### src/rtl/pcs_tx_3b2t_mapper_pkg.sv
// Shared transmit/receive PCS definitions for the 3B2T ternary mapping.
// Contents:
//   T_NEG / T_ZERO / T_POS  - two's-complement ternary symbol encodings
//   SD_TAP_*                - scrambler state taps used to build Sd[2:0]
//   tx_state_t              - mapper control states
//   map_3b2t()              - 3B group to {TA, TB} lookup (also used by the rx demapper)
//   calc_sd()               - Sd[2:0] from the current side-stream LFSR state
package pcs_tx_3b2t_mapper_pkg;

    localparam logic [1:0] T_NEG  = 2'b11;
    localparam logic [1:0] T_ZERO = 2'b00;
    localparam logic [1:0] T_POS  = 2'b01;

    localparam int SD_TAP_2  = 0;
    localparam int SD_TAP_1A = 3;
    localparam int SD_TAP_1B = 8;
    localparam int SD_TAP_0A = 6;
    localparam int SD_TAP_0B = 16;

    typedef enum logic [1:0] {
        ST_OFF    = 2'd0,
        ST_WARMUP = 2'd1,
        ST_RUN    = 2'd2
    } tx_state_t;

    // Returns {TA, TB}. The (0,0) pair is deliberately absent from the table.
    function automatic logic [3:0] map_3b2t(input logic [2:0] b3);
        logic [3:0] pair;
        case (b3)
            3'b000:  pair = {T_NEG,  T_NEG};
            3'b001:  pair = {T_NEG,  T_ZERO};
            3'b010:  pair = {T_NEG,  T_POS};
            3'b011:  pair = {T_ZERO, T_NEG};
            3'b100:  pair = {T_ZERO, T_POS};
            3'b101:  pair = {T_POS,  T_NEG};
            3'b110:  pair = {T_POS,  T_ZERO};
            default: pair = {T_POS,  T_POS};
        endcase
        return pair;
    endfunction

    function automatic logic [2:0] calc_sd(input logic [32:0] scr);
        return {scr[SD_TAP_2],
                scr[SD_TAP_1A] ^ scr[SD_TAP_1B],
                scr[SD_TAP_0A] ^ scr[SD_TAP_0B]};
    endfunction

endpackage

### src/rtl/tx_3b2t_lut.sv
// Combinational 3B to ternary pair map.
// Ports:
//   b3  in  3  scrambled 3-bit group
//   ta  out 2  first ternary symbol (two's complement)
//   tb  out 2  second ternary symbol (two's complement)
module tx_3b2t_lut
    import pcs_tx_3b2t_mapper_pkg::*;
(
    input  logic [2:0] b3,
    output logic [1:0] ta,
    output logic [1:0] tb
);

    always_comb begin
        {ta, tb} = map_3b2t(b3);
    end

endmodule

### src/rtl/pcs_tx_3b2t_mapper.sv
// Transmit PCS 3B2T mapper: scrambles 3-bit data groups (or sends scrambled
// idle) with Sd[2:0] from the side-stream LFSR and maps them onto ternary pairs.
// Ports:
//   clk           in   symbol clock
//   rst           in   synchronous active-high reset
//   tx_en         in   transmit enable
//   in_valid      in   data group present
//   in_data[2:0]  in   data group
//   in_ready      out  group accepted when in_valid & in_ready
//   scr_state[32:0] in current LFSR state
//   scr_adv       out  LFSR advance strobe
//   tx_ta/tx_tb   out  registered ternary pair
//   tx_sym_valid  out  pair valid
//   tx_is_data    out  pair carries data
//   scr_err       out  sticky all-zero LFSR flag
//
// state     | meaning
// ----------+--------------------------------------------------------
// ST_OFF    | LFSR held, no symbols, waiting for tx_en
// ST_WARMUP | idle pairs only, counting WARMUP_SYMS pairs
// ST_RUN    | data accepted every cycle, idle pairs fill the gaps
module pcs_tx_3b2t_mapper
    import pcs_tx_3b2t_mapper_pkg::*;
#(
    parameter int WARMUP_SYMS = 64
) (
    input  logic        clk,
    input  logic        rst,
    input  logic        tx_en,
    input  logic        in_valid,
    input  logic [2:0]  in_data,
    output logic        in_ready,
    input  logic [32:0] scr_state,
    output logic        scr_adv,
    output logic [1:0]  tx_ta,
    output logic [1:0]  tx_tb,
    output logic        tx_sym_valid,
    output logic        tx_is_data,
    output logic        scr_err
);

    localparam logic [15:0] WU_LAST = 16'(WARMUP_SYMS - 1);

    tx_state_t   state, state_nxt;
    logic [15:0] wu_cnt;
    logic [2:0]  sd;
    logic [2:0]  b3;
    logic        data_sel;
    logic        emit;
    logic [1:0]  ta_nxt, tb_nxt;

    always_comb begin
        state_nxt = state;
        scr_adv   = 1'b0;
        in_ready  = 1'b0;
        case (state)
            ST_OFF: begin
                if (tx_en) state_nxt = ST_WARMUP;
            end
            ST_WARMUP: begin
                scr_adv = 1'b1;
                if (!tx_en)                 state_nxt = ST_OFF;
                else if (wu_cnt == WU_LAST) state_nxt = ST_RUN;
            end
            ST_RUN: begin
                scr_adv  = 1'b1;
                in_ready = 1'b1;
                if (!tx_en) state_nxt = ST_OFF;
            end
            default: state_nxt = ST_OFF;
        endcase
    end

    always_comb begin
        sd       = calc_sd(scr_state);
        data_sel = in_ready & in_valid;
        b3       = data_sel ? (in_data ^ sd) : sd;
        emit     = (state != ST_OFF);
    end

    tx_3b2t_lut u_lut (
        .b3 (b3),
        .ta (ta_nxt),
        .tb (tb_nxt)
    );

    always_ff @(posedge clk) begin
        if (rst) begin
            state        <= ST_OFF;
            wu_cnt       <= '0;
            tx_ta        <= T_ZERO;
            tx_tb        <= T_ZERO;
            tx_sym_valid <= 1'b0;
            tx_is_data   <= 1'b0;
            scr_err      <= 1'b0;
        end else begin
            state <= state_nxt;
            // Held at zero while off so every entry into warm-up starts fresh.
            if (state == ST_OFF)         wu_cnt <= '0;
            else if (state == ST_WARMUP) wu_cnt <= wu_cnt + 16'd1;
            tx_sym_valid <= emit;
            tx_ta        <= emit ? ta_nxt : T_ZERO;
            tx_tb        <= emit ? tb_nxt : T_ZERO;
            tx_is_data   <= data_sel;
            scr_err      <= scr_err | (emit && (scr_state == '0));
        end
    end

endmodule

### config.mk
export PLATFORM = sky130hd
export DESIGN_NAME = pcs_tx_3b2t_mapper
export DESIGN_NICKNAME = d
export VERILOG_FILES = /design/src/rtl/pcs_tx_3b2t_mapper_pkg.sv /design/src/rtl/tx_3b2t_lut.sv /design/src/rtl/pcs_tx_3b2t_mapper.sv
export SDC_FILE = /design/constraint.sdc
export NUM_CORES = 1
export LEC_CHECK = 0
export BUFFER_PORTS_ARGS = -buffer_cell sky130_fd_sc_hd__buf_2
export CORE_MARGIN = 5
export CORE_UTILIZATION = 51
export DETAILED_ROUTE_END_ITERATION = 10
export PLACE_DENSITY = 0.86
export SYNTH_ARGS = -nofsm -noshare
export SYNTH_HDL_FRONTEND = slang
export SYNTH_SLANG_ARGS = --single-unit
### constraint.sdc
create_clock -name clk -period 2.2 [get_ports clk]
set_input_delay 0.11 -clock clk [delete_from_list [all_inputs] [get_ports clk]]
set_output_delay 0.11 -clock clk [all_outputs]
set_load 0.005 [all_outputs]
# Yosys cells after proc, flatten, opt, wreduce, memory -nomap -nowiden
# Cells that the tools add are included.
# word_totals
ff_bits,25
inputBits,40
out_inout_bits,9
# classes
n_addsub,1
eq_ne,12
mux,9
bitwise_logic,6
reduce_logical,9
# ops
op,count
$logic_not A33 Y1,1
$pmux W4 S7,1
$add A16 B1 Y16 const B,1
$eq A16 B6 Y1 const B,1
$eq A3 B3 Y1 const B,3
$mux W2,4
$eq A3 B2 Y1 const B,2
$pmux W2 S3,1
$reduce_or A2 Y1,3
$ne A2 B2 Y1 const B,2
$eq A3 B1 Y1 const B,1
$logic_not A3 Y1,1
$mux W3,1
$ne A3 B3 Y1 const B,1
$reduce_and A3 Y1,1
$xor A3 B3 Y3,1
$eq A2 B1 Y1 const B,1
$eq A2 B2 Y1 const B,1
$logic_not A2 Y1,1
$mux W1,2
$reduce_bool A2 Y1,1
$xor A1 B1 Y1,2
$and A1 B1 Y1,1
$logic_and A1 B1 Y1,1
2 further kinds,2

# Longest topological paths before layout
# Gate-level depths: netlist of the first run.
# depth
word_depth,6
depth_mapped,8
ltp_nobuf,7

# Cells and area by module
# Synthesis of the first run repeated with hierarchy kept, for this count alone.
# hier_totals
hier_cells,150
hier_area_um2,1313.8
# by_module_without_submodules
mod,n_inst,cells_each,area_each_um2
pcs_tx_3b2t_mapper,1,140,1251.2
tx_3b2t_lut,1,10,62.6

# Worst setup path before layout of the first run
# No wires, ideal clock.
# synth_path
path_type,flip-flop to flip-flop
start,register state[0]
end,register tx_ta[0]
setup_time_ps,86
arrival_ps,1364
setup_slack_ps,750
stages_incl_launch_ff,8
synth_period_minus_slack_ps,1450
path_cell_list,dfxtp_1 > inv_1 > ha_1 > nand3_1 > xor2_2 > nand2b_1 > nor2_1 > a211oi_1
# synth_via
elab_chain_len,6
word_cells_on_any_way,15
cone_classes,eq/ne: 7; mux: 3; bitwise: 2; reduce/logical: 3
# synth_lines
element,line_no,text
"start, declared",pcs_tx_3b2t_mapper.sv:44,"tx_state_t state, state_nxt;"
"start signal, assigned",pcs_tx_3b2t_mapper.sv:97,state <= state_nxt;
$eq A2 B2 Y1 *,pcs_tx_3b2t_mapper.sv:56,case (state)
$mux W1 *,pcs_tx_3b2t_mapper.sv:56,
named net in_ready,pcs_tx_3b2t_mapper.sv:32,"output logic in_ready,"
$and A1 B1 Y1 *,pcs_tx_3b2t_mapper.sv:76,data_sel = in_ready & in_valid;
$mux W3 *,pcs_tx_3b2t_mapper.sv:77,b3 = data_sel ? (in_data ^ sd) : sd;
$eq A3 B3 Y1 (tied with other cells),pcs_tx_3b2t_mapper_pkg.sv:29,case (b3)
$pmux W4 S7 *,pcs_tx_3b2t_mapper_pkg.sv:29,
"end signal, assigned",pcs_tx_3b2t_mapper.sv:102,tx_ta <= emit ? ta_nxt : T_ZERO;
"end, declared",pcs_tx_3b2t_mapper.sv:35,"output logic [1:0] tx_ta,"
# Mark *: on every way through the listed nets, which the timed path passes. The rest lies on a longest branch.
# A chain may end at the register's enable or synchronous reset.

# Final worst setup path of the first run
# layout_path
start,register state[0]
end,register tx_tb[1]
# layout_via
elab_chain_len,6
word_cells_on_any_way,15
cone_classes,eq/ne: 7; mux: 3; bitwise: 2; reduce/logical: 3
# layout_lines
element,line_no,text
$eq A2 B2 Y1,pcs_tx_3b2t_mapper.sv:56,
$mux W1,pcs_tx_3b2t_mapper.sv:56,
$and A1 B1 Y1,pcs_tx_3b2t_mapper.sv:76,
$mux W3,pcs_tx_3b2t_mapper.sv:77,
$eq A3 B3 Y1 (tied with other cells),pcs_tx_3b2t_mapper_pkg.sv:29,
$pmux W4 S7,pcs_tx_3b2t_mapper_pkg.sv:29,
"end signal, assigned",pcs_tx_3b2t_mapper.sv:103,tx_tb <= emit ? tb_nxt : T_ZERO;
"end, declared",pcs_tx_3b2t_mapper.sv:36,"output logic [1:0] tx_tb,"
# Several ways; a longest one is shown, not always the timed one.

==> results of run 1 <==
-- where the power goes --
part | leakage (nW) | internal, mW | switching (mW)
Sequential | 0.202 | 0.464 | 0.00515
Clock | 0.0150 | 0.0709 | 0.134
Combinational | 0.447 | 0.0685 | 0.0725
-- flip-flops by register name, indices dropped and copies added (netlist names) --
name	count
tx_is_data	1
scr_err	1
state	2
tx_sym_valid	1
tx_tb	2
wu_cnt	16
tx_ta	2
-- cell usage after synthesis (all sizes together), types with 2 or more instances --
cell,instances,share of area [%]
nand2,9,2.7
xnor2,9,7.5
nand4,7,5.7
dfxtp,25,40
inv,4,1.2
and3,2,1.4
o21ai,3,1.2
nor4,10,5.0
nor2,30,9.6
clkbuf,2,0.60
ha,4,4.0
nor3,3,1.2
mux2i,2,1.6
xor2,11,8.3
nand3,8,3.2
-- cell families after synthesis --
kind of cell / Yosys count / synth area share [%]
AO/OA/AOI/OAI: 8 / 4.01
AND/OR/NAND/NOR: 75 / 32.2
XOR/XNOR: 20 / 15.8
multiplexers: 2 / 1.60
flip-flops: 25 / 40.1
buffers and inverters: 7 / 2.21
adder cells (fa/ha/maj): 4 / 4.01
-- worst max-delay path: stages, from the launching register on --
cell     delay [ns]
dfxtp_1        0.35
inv_1          0.11
ha_1           0.30
nand3_1        0.13
xnor2_1        0.34
nor2_1         0.13
a22oi_1        0.20
nor2_1         0.05
-- layout make-up --
type	instances	area share (%)
multi-input combinational	109	46.4
sequential	25	32.3
timing repair buffer	49	16.2
tap	30	2.42
clock buffer	4	1.70
inverter	4	0.969
-- metrics by stage --
step / setup slack [ns] / cells
finish: 0.468 / 221
floorplan: 0.750 / 141
global placement: 0.554 / 216
detailed placement: 0.508 / 216
CTS: 0.477 / 221
global route: 0.353 / 221
-- metal layers --
metal,global-route usage [%],routed length (microns)
met3,3.70,218
met1,21.1,1110
met5,0,0
met4,4.85,22
met2,30.0,1350
-- worst max path at each step --
stage | startpoint | to | slack (ns) | cells past startpoint
2_1_floorplan | state[0]$_SDFFE_PP0P_ | tx_ta[0]$_SDFF_PP0_ | 0.75 | 7
3_3_place_gp | state[0]$_SDFFE_PP0P_ | tx_tb[1]$_SDFF_PP0_ | 0.55 | 7
3_5_place_dp | state[0]$_SDFFE_PP0P_ | tx_tb[1]$_SDFF_PP0_ | 0.51 | 7
4_1_cts | state[0]$_SDFFE_PP0P_ | tx_tb[1]$_SDFF_PP0_ | 0.48 | 7
5_1_grt | state[0]$_SDFFE_PP0P_ | tx_tb[0]$_SDFF_PP0_ | 0.35 | 7
6_report | state[0]$_SDFFE_PP0P_ | tx_tb[1]$_SDFF_PP0_ | 0.47 | 7
==> results.md, run 1 <==
* Grt ovf at 0
* CTS root buf: clkbuf_4
* Period utilization at approximately 79%
* Max Freq at slightly below 600 MHz
* TritonCTS clock tree: yes
* Largest buffer count on any clock path at 2
* Post-CTS setup buffers at 0
* FF+latch area at 500 sq um
* RSZ-0062 raised after global routing: no
* Worst-margin pin slew at approximately 0.38 ns
* Routed wire length at 2700 microns
* Run status: completed
* Worst clock skew at 0.0180 ns
* Hold Crit Class: in2reg
* Initial antenna violation count at 0
* Most common cell after layout, fill and taps aside: buf_2
* Final setup vio count at 0
* First-pass GRT wire length at around 4700 microns
* DP Area at 1510 sq um
* H-tree lvl count at 1
* Nets at 236
* Gpl congestion at between 0.7 and 0.8
* Ys flop type: dfxtp_1
* Post-layout min period at ~1.7 ns
* Die X at 59.5 microns
* Fillers at roughly 210
* Max-slew headroom at between 70% and 80%
* Row cnt at 18
* I/O pin cnt at 49
* Synth cell types at 33
* Post-Syn Area per Cell at a little under 9 sq um
* DRC at 0
* Clock tree sinks at 25
* Max IR drop VDD at 359 uV
* Area of the multi-input gates at ~720 sq um
* Async SR Flop Fraction at 0%
* Cells after synthesis at between 100 and 150
* Antenna Cells at 0
* Post-CTS sizing at 0
* Vias in the first global route at 1125
* Hpwl dp at approximately 2200 microns
* Leading cell types in the layout, fill and taps excluded: buf_2 (48), nor2_1 (29), dfxtp_1 (25)
* Routed len/inst at about 12 microns
* Worst R2R End: tx_tb[1]$_SDFF_PP0_
* Maxcap violations at 0
* Clock network latency to the later pin of the worst-skew pair at ~0.32 ns
* Clock-pin slew on the worst setup and hold paths at approximately 0.14 ns
* Setup TNS at 0 ns
* Worst EP required at roughly 2.4 ns
* Critical Path AT at 1.93 ns
* Post-synth EDFFs at 0
* Worst Hold Depth at 3
* Total Power at 816 uW
* Slew Viols, Final at 0
* Core region area at 2410 sq um
* R2R Setup Slk at about 0.47 ns
* Hold Path Origin: in_valid
* Synth Net Count at between 150 and 200
* FF+latch count, synth at 25
* Startpoint Class: flip-flop
* Die ar. at approximately 3500 sq um
* Number of DRC markers in iteration 0 at 27
* Pwr dens at roughly 530 nW/um^2
* Number of synthesis warnings at 0
* Hold slack at ~0.015 ns
* Area Overhead vs Synth at 24.2%
* CTS Hold Bufs at 1
* CTS Buf Count at 3
* GR Util All Layers at about 17%
* Leak at 0.664 nW
* Largest net degree at the start of global routing at 21
* Sequential area share after synthesis at between 40% and 50%
* Fin. Hold Viols at 0
* Kind of critical path: reg2reg
* Post-layout util at 64.3%
* Reg2Reg Depth at 7
* Mapped cell area at about 1200 sq um
* Die height at ~59 microns
* Critical Path End Type: flip-flop
* Post-DRT Antenna Nets at 0
* Vias per cell at approximately 5.2
* Layout cells sized above 1 at between 30% and 40%
* R2r startpoint: state[0]$_SDFFE_PP0P_
* Initial core utilization at between 50 and 60%
* First-pass DRT Iterations at 4
* Max Fanout on Critical Path at 7
* Worst hold endpoint: tx_is_data$_SDFF_PP0_
* Vias at 1151
* Buffers on Ports at 48
* Fin area at ~1500 sq um
(Power assumes the default switching activity.)
==> inputs of run 2 (changes only) <==
Settings changed: CORE_UTILIZATION 51 to 47, PLACE_DENSITY 0.86 to 0.81.
Clock period 2.2 ns to 1.7 ns, I/O delays scaled along.
==> run 2 against run 1 <==
Via count up 1.8%. Critical path depth is 1 higher. Final area increased by 3.1%. First-iteration DRC count is 44% higher. Register-to-register slack worse by 0.40 ns. Wire length rose by 9.4%. Setup slack worse by 0.40 ns. Utilization decreased by 0.36 points. Sequential power rose by 29%. Sequential share of layout area fell by 0.99 points. Critical path type unchanged. Largest cell class unchanged.
==> results.md, run 2 (synthesized netlist as in run 1, its figures left out) <==
* RSZ-0062 raised after global routing: yes
* DRC at 0
* Crit. Startpoint: state[0]$_SDFFE_PP0P_
* Slew Viols, Final at 0
* Hpwl dp at 2300 microns
* Largest net degree at the start of global routing at 21
* Kind of critical path: reg2reg
* Antenna Cells at 0
* Critical Path End Type: flip-flop
* Grt ovf at 0
* Row cnt at 18
* H-tree lvl count at 1
* R2r startpoint: state[0]$_SDFFE_PP0P_
* Run status: completed
* Max IR drop VDD at about 500 uV
* Maxcap violations at 0
* Buffers on Ports at 48
* Clock-pin slew on the worst setup and hold paths at around 0.14 ns
* Die ar. at approximately 3800 sq um
* Initial core utilization at between 40 and 50%
* Period utilization at a little under 100%
* I/O pin cnt at just under 50
* Nets at 240
* Hold Path Origin: scr_state[9]
* Initial antenna violation count at 0
* Die height at just over 60 microns
* First-pass GRT wire length at roughly 4800 microns
* GR Util All Layers at approximately 17%
* Max Freq at 611 MHz
* Post-layout min period at roughly 1.6 ns
* Final setup vio count at 0
* First-pass DRT Iterations at 4
* Post-place setup slack at between 0.07 and 0.08 ns
* Worst EP required at approximately 1.9 ns
* CTS Buf Count at 3
* TritonCTS clock tree: yes
* Hold Crit Class: in2reg
* Most common cell after layout, fill and taps aside: buf_2
* Gpl congestion at ~0.8
* Largest register FFs at 16
* Reg with most FFs: wu_cnt
* Total Power at around 1.1 mW
* Die X at between 60 and 70 microns
* Startpoint Class: flip-flop
* Routed len/inst at roughly 13 microns
* Vias per cell at between 5 and 6
* Routed wire length at approximately 2900 microns
* Clock network latency to the later pin of the worst-skew pair at approximately 0.32 ns
* Fin. Hold Viols at 0
* Leading cell types in the layout, fill and taps excluded: buf_2 (48), nor2_1 (28), dfxtp_1 (25)
* Critical Path AT at approximately 1.9 ns
* Vias at 1172
* CTS root buf: clkbuf_4
* Area Overhead vs Synth at 28.1%
* Worst clock skew at approximately 0.00075 ns
* Max-slew headroom at between 70% and 80%
* Layout cells sized above 1 at between 30% and 40%
* Max Fanout on Critical Path at 7
* Largest buffer count on any clock path at 2
* Clock tree sinks at 25
* Leak at 0.687 nW
* Hold slack at approximately 0.07 ns
* Worst-margin pin slew at 0.377 ns
* Number of DRC markers in iteration 0 at 39
* Post-DRT Antenna Nets at 0
* Pwr dens at just under 700 nW/um^2
* Core region area at between 2000 and 2500 sq um
* Vias in the first global route at between 1k and 1.5k
* Final Worst Setup Slack at 0.0637 ns
[run 2: cell count changes in the layout (fill, tap and decap cells not counted), sizes merged]
cell         delta
dlygate4sd3     +1
clkbuf          -1
buf             +3
clkinvlp        +1
[run 2: metal layers]
metal  share of wire [%]  global-route usage, %  vias to the layer above
li1                    -                      -                      596
met1                  41                   19.1                      527
met2                  50                   30.2                       43
met3                 7.0                   3.77                        6
met4                 2.0                   7.27                        0
met5                   0                      0                        -
[run 2: through the flow]
stage	instance area [sq um]	util, %	TNS, ns	cells
finish	1600	63.9	0	225
global route	1600	63.9	-0.100	225
CTS	1570	62.8	0	223
detailed placement	1520	60.8	0	217
global placement	1520	60.8	0	217
floorplan	1250	-	0	141
[run 2: where the power goes]
group          switching, mW  internal [mW]
Combinational          0.100         0.0989
Sequential           0.00601          0.601
Clock                  0.182         0.0899
Total                  0.288          0.790
[run 2: repair_timing]
item	CTS	global route
gates resized for setup	0	3
hold endpoints to repair	3	0
setup endpoints to repair	0	8
hold buffers	2	0
setup buffers	0	2
[run 2: area by class of cell]
type                            instances  area, sq um
Fill cell                             212          902
Clock buffer                            3         22.5
Tap cell                               30         37.5
Clock inverter                          1         7.51
Sequential cell                        25          500
Inverter                                4         15.0
Timing Repair Buffer                   53          283
Multi-Input combinational cell        109          732
[run 2: final timing paths]
path                                             to  slack [ns]  cells after the start
worst max register to register  tx_tb[1]$_SDFF_PP0_        0.06                      8
worst min-delay path             scr_err$_SDFF_PP0_        0.07                      4
worst min register to register   scr_err$_SDFF_PP0_        0.53                      2
worst max-delay path            tx_tb[1]$_SDFF_PP0_        0.06                      8
[run 2: critical path: stages, from the launching register on]
cell     delay, ns
dfxtp_1       0.34
inv_1         0.10
ha_2          0.25
nand3_1       0.14
xor2_2        0.21
buf_4         0.15
xnor2_1       0.11
a22oi_1       0.16
nor2_1        0.06
==> inputs of run 3 (changes only) <==
--- a/config.mk
+++ b/config.mk
@@ -6,9 +6,9 @@
 export NUM_CORES = 1
 export LEC_CHECK = 0
-export BUFFER_PORTS_ARGS = -buffer_cell sky130_fd_sc_hd__buf_2
 export CORE_MARGIN = 5
-export CORE_UTILIZATION = 47
+export CORE_UTILIZATION = 55
 export DETAILED_ROUTE_END_ITERATION = 10
-export PLACE_DENSITY = 0.81
+export DONT_BUFFER_PORTS = 1
+export PLACE_DENSITY = 0.73
 export SYNTH_ARGS = -nofsm -noshare
 export SYNTH_HDL_FRONTEND = slang
==> constraint.sdc (replaced) <==
create_clock -name clk -period 1.7 [get_ports clk]
set_input_delay 0 -clock clk [delete_from_list [all_inputs] [get_ports clk]]
set_output_delay 0 -clock clk [all_outputs]
set_load 0.005 [all_outputs]
==> run 3 against run 2 <==
Clock power up 2%. Non-clock buffer count down 42. Power down 3.2%. Critical path depth down 1. Flip-flop and latch count unchanged. Setup slack better by 0.091 ns. Clock-buffer cell count unchanged. Critical endpoint is now wu_cnt[9]$_SDFFE_PP0P_.
==> results.md, run 3 (synthesized netlist as in run 1, its figures left out) <==
* CTS Buf Count at 3
* Top Family by Delay on Critical Path: simple AND/OR/NAND/NOR gates
* First-pass GRT wire length at 4510 microns
* Max IR drop VDD at 700 uV
* Vias per cell at 5.66
* Fin. Hold Viols at 0
* Worst hold endpoint: state[1]$_SDFFE_PP0P_
* Largest stage delay, worst path at roughly 0.37 ns
* Max Freq at between 600 and 700 MHz
* Run status: completed
* I/O pin cnt at 49
* R2r startpoint: state[1]$_SDFFE_PP0P_
* Hold Path Origin: tx_en
* RSZ-0062 raised after global routing: no
* Buffers on Ports at 0
* Setup TNS at 0 ns
* Routed len/inst at ~15 microns
* Worst path bufs/invs at 1
* Leading cell types in the layout, fill and taps excluded: nor2_1 (28), dfxtp_1 (25), xor2_1 (10), nor4_1 (10), nand2_1 (9)
* Nets at between 150 and 200
* Reg2Reg Depth at 7
* Max Fanout on Critical Path at 5
* Switching power at approximately 280 uW
* Worst-margin pin slew at about 0.37 ns
* Worst clock skew at approximately 0.0069 ns
* Startpoint Class: flip-flop
* Largest buffer count on any clock path at 2
* Max-slew headroom at about three quarters
* FF+latch area at ~500 sq um
* DRC at 0
* Switch share at a little over a quarter
* H-tree lvl count at 1
* Leak at ~0.52 nW
* Seq pwr share at around three fifths
* Clock-pin slew on the worst setup and hold paths at around 0.15 ns
* Post-layout util at about two thirds
* Routed wire length at 2770 microns
* Initial antenna violation count at 0
* Cells along the critical path: inv_1 -> ha_1 -> nand4_4 -> nor2_4 -> and3_1 -> xnor2_1 -> nor2_1
* Hpwl dp at between 2000 and 2500 microns
* Area of the multi-input gates at 754 sq um
* Critical Path AT at between 1.5 and 2 ns
* Comb pwr share at approximately 15%
* Gpl congestion at approximately 0.76
* R2R Setup Slk at about 0.15 ns
* GR Util All Layers at between 10% and 20%
* Most common cell after layout, fill and taps aside: nor2_1
* Largest register FFs at 16
* First-pass DRT Iterations at 4
* Worst R2R End: wu_cnt[9]$_SDFFE_PP0P_
* Clock network latency to the later pin of the worst-skew pair at approximately 0.33 ns
* Period utilization at roughly 91%
* Maxcap violations at 0
* Row cnt at 17
* Core region area at between 2000 and 2500 sq um
* Pwr dens at 724 nW/um^2
* CP max stage cell: dfxtp_1
* CTS root buf: clkbuf_4
* Number of DRC markers in iteration 0 at 19
* Fillers at around 200
* Worst EP required at between 1.5 and 2 ns
* Reg with most FFs: wu_cnt
* Internal at 763 uW
* Die X at between 50 and 60 microns
* Slew Viols, Final at 0
* Post-DRT Antenna Nets at 0
* Largest net degree at the start of global routing at 21
* TritonCTS clock tree: yes
* Hold Crit Class: in2reg
* Die ar. at approximately 3300 sq um
* Final setup vio count at 0
* Kind of critical path: reg2reg
* Worst Hold Depth at 2
* Grt ovf at 0
* Clk pwr share at approximately a quarter
* Post-layout min period at about 1.5 ns
* Clock tree sinks at 25
* Layout cells sized above 1 at approximately 14%
* Critical Path End Type: flip-flop
* Vias at 1031
* Die height at 57.6 microns
* Area Overhead vs Synth at 15.4%
* Total Power at ~1.0 mW
* Initial core utilization at roughly 57%
* Vias in the first global route at approximately 1.0k
## run 3: area by class of cell
class | count | share of cell area [%]
clock buffers | 3 | 1.56
inverters | 4 | 1.04
repair buffers | 11 | 7.12
clock inverters | 1 | 0.521
flip-flops and latches | 25 | 34.8
multi-input cells | 109 | 52.4
diodes | 1 | 0.174
well taps | 28 | 2.43
## run 3: worst max path at each step
stage,start,end,slack [ns],cells past startpoint
after floorplan,state[0]$_SDFFE_PP0P_,tx_ta[0]$_SDFF_PP0_,0.25,7
after CTS,state[0]$_SDFFE_PP0P_,tx_ta[0]$_SDFF_PP0_,0.05,7
after detailed placement,state[0]$_SDFFE_PP0P_,tx_tb[1]$_SDFF_PP0_,0.08,7
after global placement,state[0]$_SDFFE_PP0P_,tx_tb[1]$_SDFF_PP0_,0.16,7
after global routing,state[0]$_SDFFE_PP0P_,tx_tb[0]$_SDFF_PP0_,0.02,7
final,state[1]$_SDFFE_PP0P_,wu_cnt[9]$_SDFFE_PP0P_,0.15,7
## run 3: through the flow
stage | hold slack (ns) | setup WS, ns | area [sq um] | std cells
detailed placement | 0.0764 | 0.0818 | 1280 | 168
floorplan | 0.0715 | 0.250 | 1250 | 141
global placement | 0.0737 | 0.162 | 1280 | 168
finish | 0.0236 | 0.155 | 1440 | 182
CTS | 0.0147 | 0.0543 | 1400 | 180
global route | 0.0793 | 0.0206 | 1440 | 181
## run 3: timing repair
item / 4_1_cts / 5_1_grt
gates resized for setup: 0 / 7
hold buffers: 8 / 0
endpoints found under the setup margin: 0 / 5
setup buffers: 0 / 1
endpoints found under the hold margin: 6 / 0
## run 3: layer usage
| metal | vias to the layer above | track usage [%] | share of wire [%] |
|---|---|---|---|
| met5 | - | 0 | 0 |
| met3 | 4 | 3.79 | 3.3 |
| met1 | 497 | 18.8 | 41 |
| met2 | 13 | 32.6 | 55 |
| met4 | 0 | 4.97 | 1.2 |
| li1 | 517 | - | - |
## run 3: power groups by stage
stage | sequential [mW] | clock, mW | combinational, mW
final | 0.610 | 0.278 | 0.155
after global routing | 0.612 | 0.307 | 0.170
after CTS | 0.610 | 0.284 | 0.145
after detailed placement | 0.622 | 0 | 0.128
after global placement | 0.622 | 0 | 0.123
after floorplan | 0.621 | 0 | 0.101
